**src/rtl/ssd_pkg.sv**
```systemverilog
// Shared constants and helpers for the seven-segment scanner: segment encoding
// table, nibble decoder and counter-width rule.
package ssd_pkg;

  localparam logic [6:0] SEG_BLANK = 7'h00;

  // {g,f,e,d,c,b,a} patterns, entry 15 first so SEG_TABLE[n] decodes nibble n.
  localparam logic [15:0][6:0] SEG_TABLE = {
    7'h71, 7'h79, 7'h5E, 7'h39, 7'h7C, 7'h77, 7'h67, 7'h7F,
    7'h07, 7'h7D, 7'h6D, 7'h66, 7'h4F, 7'h5B, 7'h06, 7'h3F
  };

  function automatic logic [6:0] hex_to_seg(input logic [3:0] nib);
    return SEG_TABLE[nib];
  endfunction

  // Counter width for a modulus of n, never narrower than one bit.
  function automatic int clog2_min1(input int n);
    int w;
    w = $clog2(n);
    return (w < 1) ? 1 : w;
  endfunction

endpackage

```
**src/rtl/seven_seg_rom.sv**
```systemverilog
// Combinational hex nibble to {g..a} segment decoder.
module seven_seg_rom
  import ssd_pkg::*;
(
  input  logic [3:0] nibble,
  output logic [6:0] seg
);

  assign seg = hex_to_seg(nibble);

endmodule

```
**src/rtl/seven_segment_scanner.sv**
```systemverilog
// Time-multiplexed 7-segment driver with frame-synchronous value updates.
// Optional macro SSD_LEADING_ZERO_BLANK_EN blanks leading zero digits (digit 0 never).
module seven_segment_scanner #(
  parameter int DIGITS   = 4,
  parameter int PRESCALE = 50000
) (
  input  logic                  clk,
  input  logic                  rst_L,
  input  logic                  en,
  input  logic                  load,
  input  logic [4*DIGITS-1:0]   value,
  input  logic [DIGITS-1:0]     dp,
  output logic                  ready,
  output logic [DIGITS-1:0]     an_L,
  output logic [6:0]            ssOut,
  output logic [6:0]            ssOut_L,
  output logic                  dp_L
);

  import ssd_pkg::*;

  localparam int CW = clog2_min1(PRESCALE);
  localparam int DW = clog2_min1(DIGITS);
  localparam logic [CW-1:0] PRE_LAST = CW'(PRESCALE - 1);
  localparam logic [DW-1:0] DIG_LAST = DW'(DIGITS - 1);

  logic [CW-1:0]       pre_cnt;
  logic [DW-1:0]       digit;
  logic [4*DIGITS-1:0] stage_value;
  logic [4*DIGITS-1:0] shadow_value;
  logic [DIGITS-1:0]   stage_dp;
  logic [DIGITS-1:0]   shadow_dp;
  logic                pending;

  logic       pre_wrap;
  logic       frame_end;
  logic       accept;
  logic [3:0] cur_nibble;
  logic       cur_dp;
  logic       blank;
  logic [6:0] rom_seg;

  assign pre_wrap  = (pre_cnt == PRE_LAST);
  assign frame_end = pre_wrap && (digit == DIG_LAST);
  assign accept    = load && !pending;
  assign ready     = !pending;

  // NOTE: state registers use non-blocking assignments so every flop samples
  // pre-edge values regardless of the order the always blocks are evaluated.
  always_ff @(posedge clk or negedge rst_L) begin
    if (!rst_L) begin
      pre_cnt <= '0;
      digit   <= '0;
    end else begin
      if (pre_wrap) begin
        pre_cnt <= '0;
        digit   <= (digit == DIG_LAST) ? '0 : digit + 1'b1;
      end else begin
        pre_cnt <= pre_cnt + 1'b1;
      end
    end
  end

  // NOTE: staging and shadow registers are reset so an update pending when
  // rst_L falls is discarded instead of surfacing after reset.
  always_ff @(posedge clk or negedge rst_L) begin
    if (!rst_L) begin
      stage_value  <= '0;
      stage_dp     <= '0;
      shadow_value <= '0;
      shadow_dp    <= '0;
      pending      <= 1'b0;
    end else begin
      if (accept) begin
        stage_value <= value;
        stage_dp    <= dp;
        pending     <= 1'b1;
      end else if (frame_end && pending) begin
        pending <= 1'b0;
      end
      // accept implies pending==0, so the shadow copy never races a new stage.
      if (frame_end && pending) begin
        shadow_value <= stage_value;
        shadow_dp    <= stage_dp;
      end
    end
  end

  // NOTE: defaults are assigned before the loop so no path leaves the mux
  // outputs unassigned, which would otherwise infer latches.
  always_comb begin
    cur_nibble = 4'h0;
    cur_dp     = 1'b0;
    for (int i = 0; i < DIGITS; i++) begin
      if (digit == DW'(i)) begin
        cur_nibble = shadow_value[4*i +: 4];
        cur_dp     = shadow_dp[i];
      end
    end
  end

`ifdef SSD_LEADING_ZERO_BLANK_EN
  // A digit is blank when it and every more significant nibble are zero.
  always_comb begin
    blank = 1'b0;
    for (int i = 1; i < DIGITS; i++) begin
      if ((digit == DW'(i)) && ((shadow_value >> (4*i)) == '0)) begin
        blank = 1'b1;
      end
    end
  end
`else
  assign blank = 1'b0;
`endif

  seven_seg_rom u_rom (
    .nibble (cur_nibble),
    .seg    (rom_seg)
  );

  // Output stage: one cycle behind the digit counter; all pins share this edge.
  always_ff @(posedge clk or negedge rst_L) begin
    if (!rst_L) begin
      an_L  <= '1;
      ssOut <= SEG_BLANK;
      dp_L  <= 1'b1;
    end else if (en) begin
      an_L  <= ~(DIGITS'(1) << digit);
      ssOut <= blank ? SEG_BLANK : rom_seg;
      dp_L  <= ~cur_dp;
    end else begin
      an_L  <= '1;
      ssOut <= SEG_BLANK;
      dp_L  <= 1'b1;
    end
  end

  assign ssOut_L = ~ssOut;

endmodule
```
**config.mk**
```make
export PLATFORM = sky130hd
export DESIGN_NAME = seven_segment_scanner
export DESIGN_NICKNAME = d
export VERILOG_FILES = /design/src/rtl/ssd_pkg.sv /design/src/rtl/seven_seg_rom.sv /design/src/rtl/seven_segment_scanner.sv
export SDC_FILE = /design/constraint.sdc
export NUM_CORES = 1
export LEC_CHECK = 0
export ABC_AREA = 1
export BUFFER_PORTS_ARGS = -buffer_cell sky130_fd_sc_hd__buf_2
export CORE_ASPECT_RATIO = 1.5
export CORE_MARGIN = 1.5
export CORE_UTILIZATION = 46
export DETAILED_ROUTE_END_ITERATION = 7
export PLACE_DENSITY = 0.68
export SLEW_MARGIN = 20
export SYNTH_ARGS = -nofsm -noshare
export SYNTH_HDL_FRONTEND = slang
export SYNTH_SLANG_ARGS = --single-unit
```
**constraint.sdc**
```tcl
create_clock -name clk -period 3.4 [get_ports clk]
set_input_delay 0.34 -clock clk [delete_from_list [all_inputs] [get_ports clk]]
set_output_delay 0.34 -clock clk [all_outputs]
set_load 0.05 [all_outputs]
```
==> reports/metrics.yaml, run 1 <==
status: "completed"
nFillCells: 674
finalInstanceArea_um2: 3960
grt.total_usage_pct: 18.0
diodes: 0
finClkSkew_ns: 0.00488
syn_nets: 432
cts_sinks: 71
fin_nets: 477
synth_cell_types: 33
grt_pass1_wl_um: 10900
period_needed_ns: 2.40
drt-pass1-iter-count: 4
core_um2: 7270
cts_max_path_buffers: 2
htreeDepth: 3
startpoint_type: "register"
detail-route-antenna-nets: 0
cts_hold_buf: 1
crit_arrival_ns: 2.64
grt_overflow: 0
synthCells: 397
vdd_drop_max_mv: 0.333
ys_warn_count: 0
cts_root_buf: "clkbuf_8"
p_leak_nw: 2.13
rrSetupSlack_ns: 1.0
holdPathStages: 3
required_ns: 3.64
worstSetupPathType: "reg2reg"
insertion_delay_ns: 0.35
wl_um: 6270
cts_tree: "yes"
place_area_um2: 3750
grt_setup_unrepaired: "false"
postCtsSetupRepairBufs: 0
fmax_ghz: 0.416
viasPerCell: 4.72
yosysSeqAreaShare_pct: 51.1
io_pins: 44
final-setup-viol-count: 0
wl_per_cell_um: 11.5
synth_compound_area_share_pct: 11.6
grt_max_degree: 42
cp-end-kind: "register"
antenna_found_initial: 0
r2r_start: "digit[0]$_DFFE_PN0N_"
worst_hold_path.endpoint: "pending$_DFFE_PN0P_"
start_util_pct: 48.0
die_h_um: 110
die_area_um2: 8130
yosys.area_share.simple_pct: 21.9
synth.mux.area_fraction_pct: 0
relSlewSlack_pct: 57.5
synth_top_family_by_area: "simple AND/OR/NAND/NOR gates"
cp_max_fo: 8
grt_pass1_vias: 2463
route.detailed.drc: 0
area_growth_pct: 13.5
hold_start: "load"
cts-buffers-inserted: 9
synth_area_um2: 3490
cts.clk_slew.worst_paths_ns: 0.07
die_w_um: 74.1
reg2reg_to: "ssOut[1]$_DFF_PN0_"
dr.first_iter.drc_count: 148
synth_adder_area_share_pct: 3.94
synthXorXnorAreaFrac_pct: 1.76
drive_above_1_share_pct: 23.9
report.final.slew_viol_count: 0
portBuffers: 43
drv_cap: 0
timing.final.crit_share_pct: 70.6
pwr_density_cell_nw_per_um2: 418
place.gp.congestion: 0.892
vias: 2582
ctsResizeCount: 0
r2r_cells: 12
tightest_slew_ns: 0.635
rows: 38
place_hpwl_um: 4640
timing.setup.tns_ns: 0
ys_seq_elements: 71
hold_viol: 0
avgSynthCellArea_um2: 8.79
hp-class: "in2reg"
-- Yosys cell counts, drive strengths merged --
library cell,count,area (um2)
nor3b,1,7.51
xor2,6,52.6
nand4,4,31.3
dfstp,5,131
buf,10,86.3
nand2,77,317
o211ai,1,7.51
nor2,57,216
o21bai,1,7.51
clkbuf,2,7.51
a21oi,31,155
dfrtp,66,1650
xnor2,1,8.76
a21boi,1,7.51
nand3,23,125
o21ai,28,219
inv,65,244
nand3b,1,20.0
or2,1,6.26
o31ai,1,7.51
nor3,4,42.5
ha,11,138
-- cell usage in the layout, fill, tap and decap left out, types with 2 or more instances in the layout --
cell,n
clkinvlp_4,2
nand2_4,2
nand2_1,69
nor3_1,2
nand3_1,21
nand3_2,2
clkinv_2,3
o21ai_0,6
buf_4,2
nor3_4,2
nand2_2,6
buf_2,43
nor2_1,56
inv_2,5
a21oi_1,31
o21ai_2,21
dfstp_2,5
clkbuf_8,10
inv_1,60
ha_1,11
xor2_1,6
nand4_1,3
dfrtp_1,66
-- area by class of cell --
class | instances | area (um2) | share of cell area [%]
Clock buffer | 10 | 138 | 3.47
Clock inverter | 6 | 60.1 | 1.52
Inverter | 65 | 244 | 6.16
Multi-Input combinational cell | 249 | 1370 | 34.6
Sequential cell | 71 | 1780 | 45.0
Tap cell | 100 | 125 | 3.16
Timing Repair Buffer | 46 | 240 | 6.06
-- routing by layer --
layer  share of wire (%)  track usage (%)  wire (um)  vias up
met4                 3.7             11.8        233        0
met3                 3.9             4.31        247       18
met5                   0                0          0        -
met1                  42             21.3       2610     1172
met2                  51             28.7       3170       63
li1                    -                -          -     1329
-- worst max path at each step --
stage,startpoint,to,depth (start not counted)
2_1_floorplan,digit[0]$_DFFE_PN0N_,ssOut[1]$_DFF_PN0_,13
3_3_place_gp,digit[0]$_DFFE_PN0N_,ssOut[1]$_DFF_PN0_,12
3_5_place_dp,digit[0]$_DFFE_PN0N_,ssOut[1]$_DFF_PN0_,12
4_1_cts,digit[0]$_DFFE_PN0N_,ssOut[1]$_DFF_PN0_,12
5_1_grt,digit[0]$_DFFE_PN0N_,ssOut[1]$_DFF_PN0_,12
6_report,digit[0]$_DFFE_PN0N_,ssOut[1]$_DFF_PN0_,12
-- flip-flops by register name, summed over array words and instances (netlist names) --
| signal | cells |
|---|---|
| an_L | 4 |
| digit | 2 |
| dp_L | 1 |
| pending | 1 |
| pre_cnt | 16 |
| shadow_dp | 4 |
| shadow_value | 16 |
| ssOut | 7 |
| stage_dp | 4 |
| stage_value | 16 |
-- worst max-delay path: stages, from the launching register on --
cell and delay (ns):
dfrtp_1 0.40, inv_1 0.12, ha_1 0.32, inv_1 0.14
nor2_1 0.10, nor2_1 0.04, a21boi_1 0.39, inv_1 0.12
ha_1 0.29, inv_1 0.07, nand3_1 0.09, o21ai_0 0.15
nor2_1 0.05
-- metrics by stage --
| stage | instances | utilization [%] | worst slack, ns | total power [mW] | hold WS (ns) |
|---|---|---|---|---|---|
| final | 547 | 54.5 | 0.999 | 1.66 | 0.206 |
| after global routing | 547 | 54.5 | 0.735 | 1.73 | 0.211 |
| after CTS | 547 | 54.4 | 0.983 | 1.68 | 0.179 |
| after detailed placement | 530 | 51.6 | 1.01 | 1.02 | 0.349 |
| after global placement | 530 | 51.6 | 1.11 | 1.01 | 0.338 |
| after floorplan | 397 | - | 1.33 | 0.968 | 0.0444 |
-- power breakdown --
| group | switching, mW | total, mW | internal [mW] | leakage (nW) |
|---|---|---|---|---|
| Clock | 0.303 | 0.657 | 0.354 | 0.0981 |
| Sequential | 0.00799 | 0.885 | 0.877 | 0.874 |
| Combinational | 0.0829 | 0.114 | 0.0313 | 1.16 |
-- logic make-up (layout without fill, tap and decap cells) --
family | Yosys count | after routing
buffers and inverters | 77 | 127
DFF | 71 | 71
AOI/OAI and AO/OA | 63 | 63
and+or+nand+nor | 168 | 168
xor gates and xnor gates | 7 | 7
adders and majority gates | 11 | 11
No activity file was read; power rests on OpenSTA's default activity.
==> run 2, diff against run 1 <==
- ABC_AREA: 1 -> 0
- clock period: 3.4 -> 2.35 ns (I/O delays scaled with it)
==> run 2 against run 1 <==
Compared with the run above: hold slack worse by 0.096 ns; final cell count is 25% lower; non-clock buffer count grew 10; synthesized cell count down 33%; die area fell by 3.6%; sequential power is 46% higher; register-to-register slack worse by 0.84 ns; core utilization grew 1.1 points; wire length decreased by 3.0%; combinational power increased by 30%; cell area barely moved; total power grew 48%; critical path type unchanged; critical endpoint unchanged; highest routed layer unchanged.
==> reports/metrics.yaml, run 2 <==
status: "completed"
yosysSeqAreaShare_pct: 53.1
ys_seq_elements: 71
slowest_stage: "dfrtp_1"
timing.final.crit_share_pct: 93.3
startpoint_type: "register"
final_cell_mix: "dfrtp_1, buf_2, nand2_1, mux2_2, mux2_4"
grt_overflow: 0
period_needed_ns: 2.19
antenna_found_initial: 0
reg_top3: "pre_cnt: 16 flops, shadow_value: 16 flops, stage_value: 16 flops"
synthTopCellsByArea: "dfrtp_1, mux2_4, mux2_2"
hold_viol: 0
synth_top_family_by_area: "multiplexers"
synth_cell_types: 55
drive_above_1_share_pct: 41.6
grt_setup_unrepaired: "false"
die_h_um: 108
drt-pass1-iter-count: 4
slowest_delay_ns: 0.40
synth_top_area_share_pct: 49.2
place.gp.congestion: 0.861
holdWs_ns: 0.110
hold_start: "value[12]"
rows: 38
syn_nets: 300
reg2reg_to: "ssOut[1]$_DFF_PN0_"
die_area_um2: 7830
layout.cells.most_common: "dfrtp_1"
vias: 2171
p_leak_nw: 1.84
yosys.cell_count.top_type: "dfrtp_1"
crit_arrival_ns: 2.42
synthTopCellsByCount: "dfrtp_1, nand2_1, mux2_2"
cts_root_buf: "clkbuf_8"
ys_warn_count: 0
hp-class: "in2reg"
synth_adder_area_share_pct: 4.10
report.final.slew_viol_count: 0
wl_per_cell_um: 14.9
wl_um: 6080
die_w_um: 72.8
r2r_cells: 8
relSlewSlack_pct: 50.3
diodes: 0
drv_cap: 0
route.detailed.drc: 0
synth_area_um2: 3360
cts_max_path_buffers: 2
dr.first_iter.drc_count: 97
worstPathCellList: "inv_1 > ha_2 > or3b_1 > o21ai_0 > a31oi_2 > inv_2 > ha_1 > o311a_1"
cts-buffers-inserted: 9
nFillCells: 617
insertion_delay_ns: 0.35
detail-route-antenna-nets: 0
vdd_drop_max_mv: 0.362
synth_ff_type: "dfrtp_1"
portBuffers: 43
grt_pass1_wl_um: 10400
final-setup-viol-count: 0
cp_max_fo: 5
grt_pass1_vias: 2266
grt.total_usage_pct: 17.9
synth_edf_count: 0
r2r_start: "digit[0]$_DFFE_PN0N_"
synthCells: 265
synthXorXnorAreaFrac_pct: 2.87
cts_tree: "yes"
finClkSkew_ns: 0.0112
required_ns: 2.58
timing.setup.tns_ns: 0
fmax_ghz: 0.456
worst_hold_path.endpoint: "stage_value[12]$_DFFE_PN0P_"
synth.mux.area_fraction_pct: 15.8
avgSynthCellArea_um2: 12.7
yosys.area_share.simple_pct: 12.7
htreeDepth: 3
start_util_pct: 47.1
multi_input_area_um2: 1470
rrSetupSlack_ns: 0.16
worstSetupPathType: "reg2reg"
cts_sinks: 71
fin_nets: 359
cp-end-kind: "register"
cts.clk_slew.worst_paths_ns: 0.07
synth.largest_area_cell: "dfrtp_1"
io_pins: 44
seqCellArea_um2: 1780
synth_compound_area_share_pct: 7.38
core_um2: 7130
tightest_slew_ns: 0.745
holdPathStages: 2
viasPerCell: 5.31
pwr_density_cell_nw_per_um2: 618
async_flop_share_pct: 100
place_hpwl_um: 4480
grt_max_degree: 40
area_growth_pct: 18.0
==> run 2: changes by cell type after synthesis, sizes merged, moves of 27 or more <==
cell   before  now
inv        65   16
mux2        0   40
a21oi      31    4
nand2      77   25
nor2       57   17
==> run 2: what timing repair did <==
action / CTS / global route
hold endpoints to repair: 27 / 0
resized for setup: 0 / 8
buffers inserted: 0 / 2
endpoints found under the setup margin: 0 / 6
hold buffers: 1 / 0
==> run 2: per-stage QoR <==
stage / instance area, um2 / instances / total power [mW] / utilization [%] / setup WS, ns
floorplan: 3360 / 265 / 1.40 / - / 0.174
global placement: 3700 / 390 / 1.46 / 51.9 / 0.148
detailed placement: 3700 / 390 / 1.47 / 51.9 / 0.0331
CTS: 3920 / 407 / 2.49 / 54.9 / 0.0114
global route: 3960 / 409 / 2.55 / 55.6 / 0.0145
finish: 3960 / 409 / 2.45 / 55.6 / 0.157
==> run 2: where the power goes <==
group	leakage [nW]	total (mW)	switching [mW]	internal, mW
Sequential	0.910	1.29	0.0255	1.27
Combinational	0.819	0.148	0.0887	0.0597
Clock	0.109	1.01	0.434	0.574
==> run 2: area by class of cell <==
cell class / count / share of cell area [%]
Sequential cell: 71 / 45.0
Inverter: 16 / 1.52
Clock inverter: 3 / 1.01
Multi-Input combinational cell: 170 / 37.1
Clock buffer: 13 / 4.26
Timing Repair Buffer: 56 / 8.59
Tap cell: 80 / 2.53
==> run 2: metal layers <==
layer | GRT usage, % | vias up | part of all wire, %
li1 | - | 1033 | -
met3 | 5.62 | 15 | 3.6
met1 | 19.7 | 1070 | 40
met2 | 30.5 | 53 | 54
met4 | 9.16 | 0 | 2.8
met5 | 0 | - | 0
==> run 2: worst max-delay path by stage <==
stage / depth (start not counted) / from / endpoint / slack, ns
after floorplan: 8 / digit[1]$_DFFE_PN0N_ / ssOut[1]$_DFF_PN0_ / 0.17
after global placement: 8 / digit[0]$_DFFE_PN0N_ / ssOut[1]$_DFF_PN0_ / 0.15
after detailed placement: 8 / digit[0]$_DFFE_PN0N_ / ssOut[1]$_DFF_PN0_ / 0.03
after CTS: 8 / digit[0]$_DFFE_PN0N_ / ssOut[1]$_DFF_PN0_ / 0.01
after global routing: 8 / digit[0]$_DFFE_PN0N_ / ssOut[1]$_DFF_PN0_ / 0.01
final: 8 / digit[0]$_DFFE_PN0N_ / ssOut[1]$_DFF_PN0_ / 0.16
==> run 2: kinds of logic (layout without fill, tap and decap cells) <==
logic type,Yosys count,after routing
xor gates and xnor gates,11,11
muxes,41,41
DFF,71,71
buffers and inverters,24,88
AOI/OAI and AO/OA,31,31
and+or+nand+nor,76,76
adders and majority gates,11,11
==> run 2: worst max-delay path, delay by kind of cell (launching register included) <==
family | cells | cell delay [ns]
buffers and inverters | 2 | 0.25
AND/OR/NAND/NOR | 1 | 0.34
adder cells (fa/ha/maj) | 2 | 0.50
flip-flops | 1 | 0.40
AO/OA/AOI/OAI | 3 | 0.58
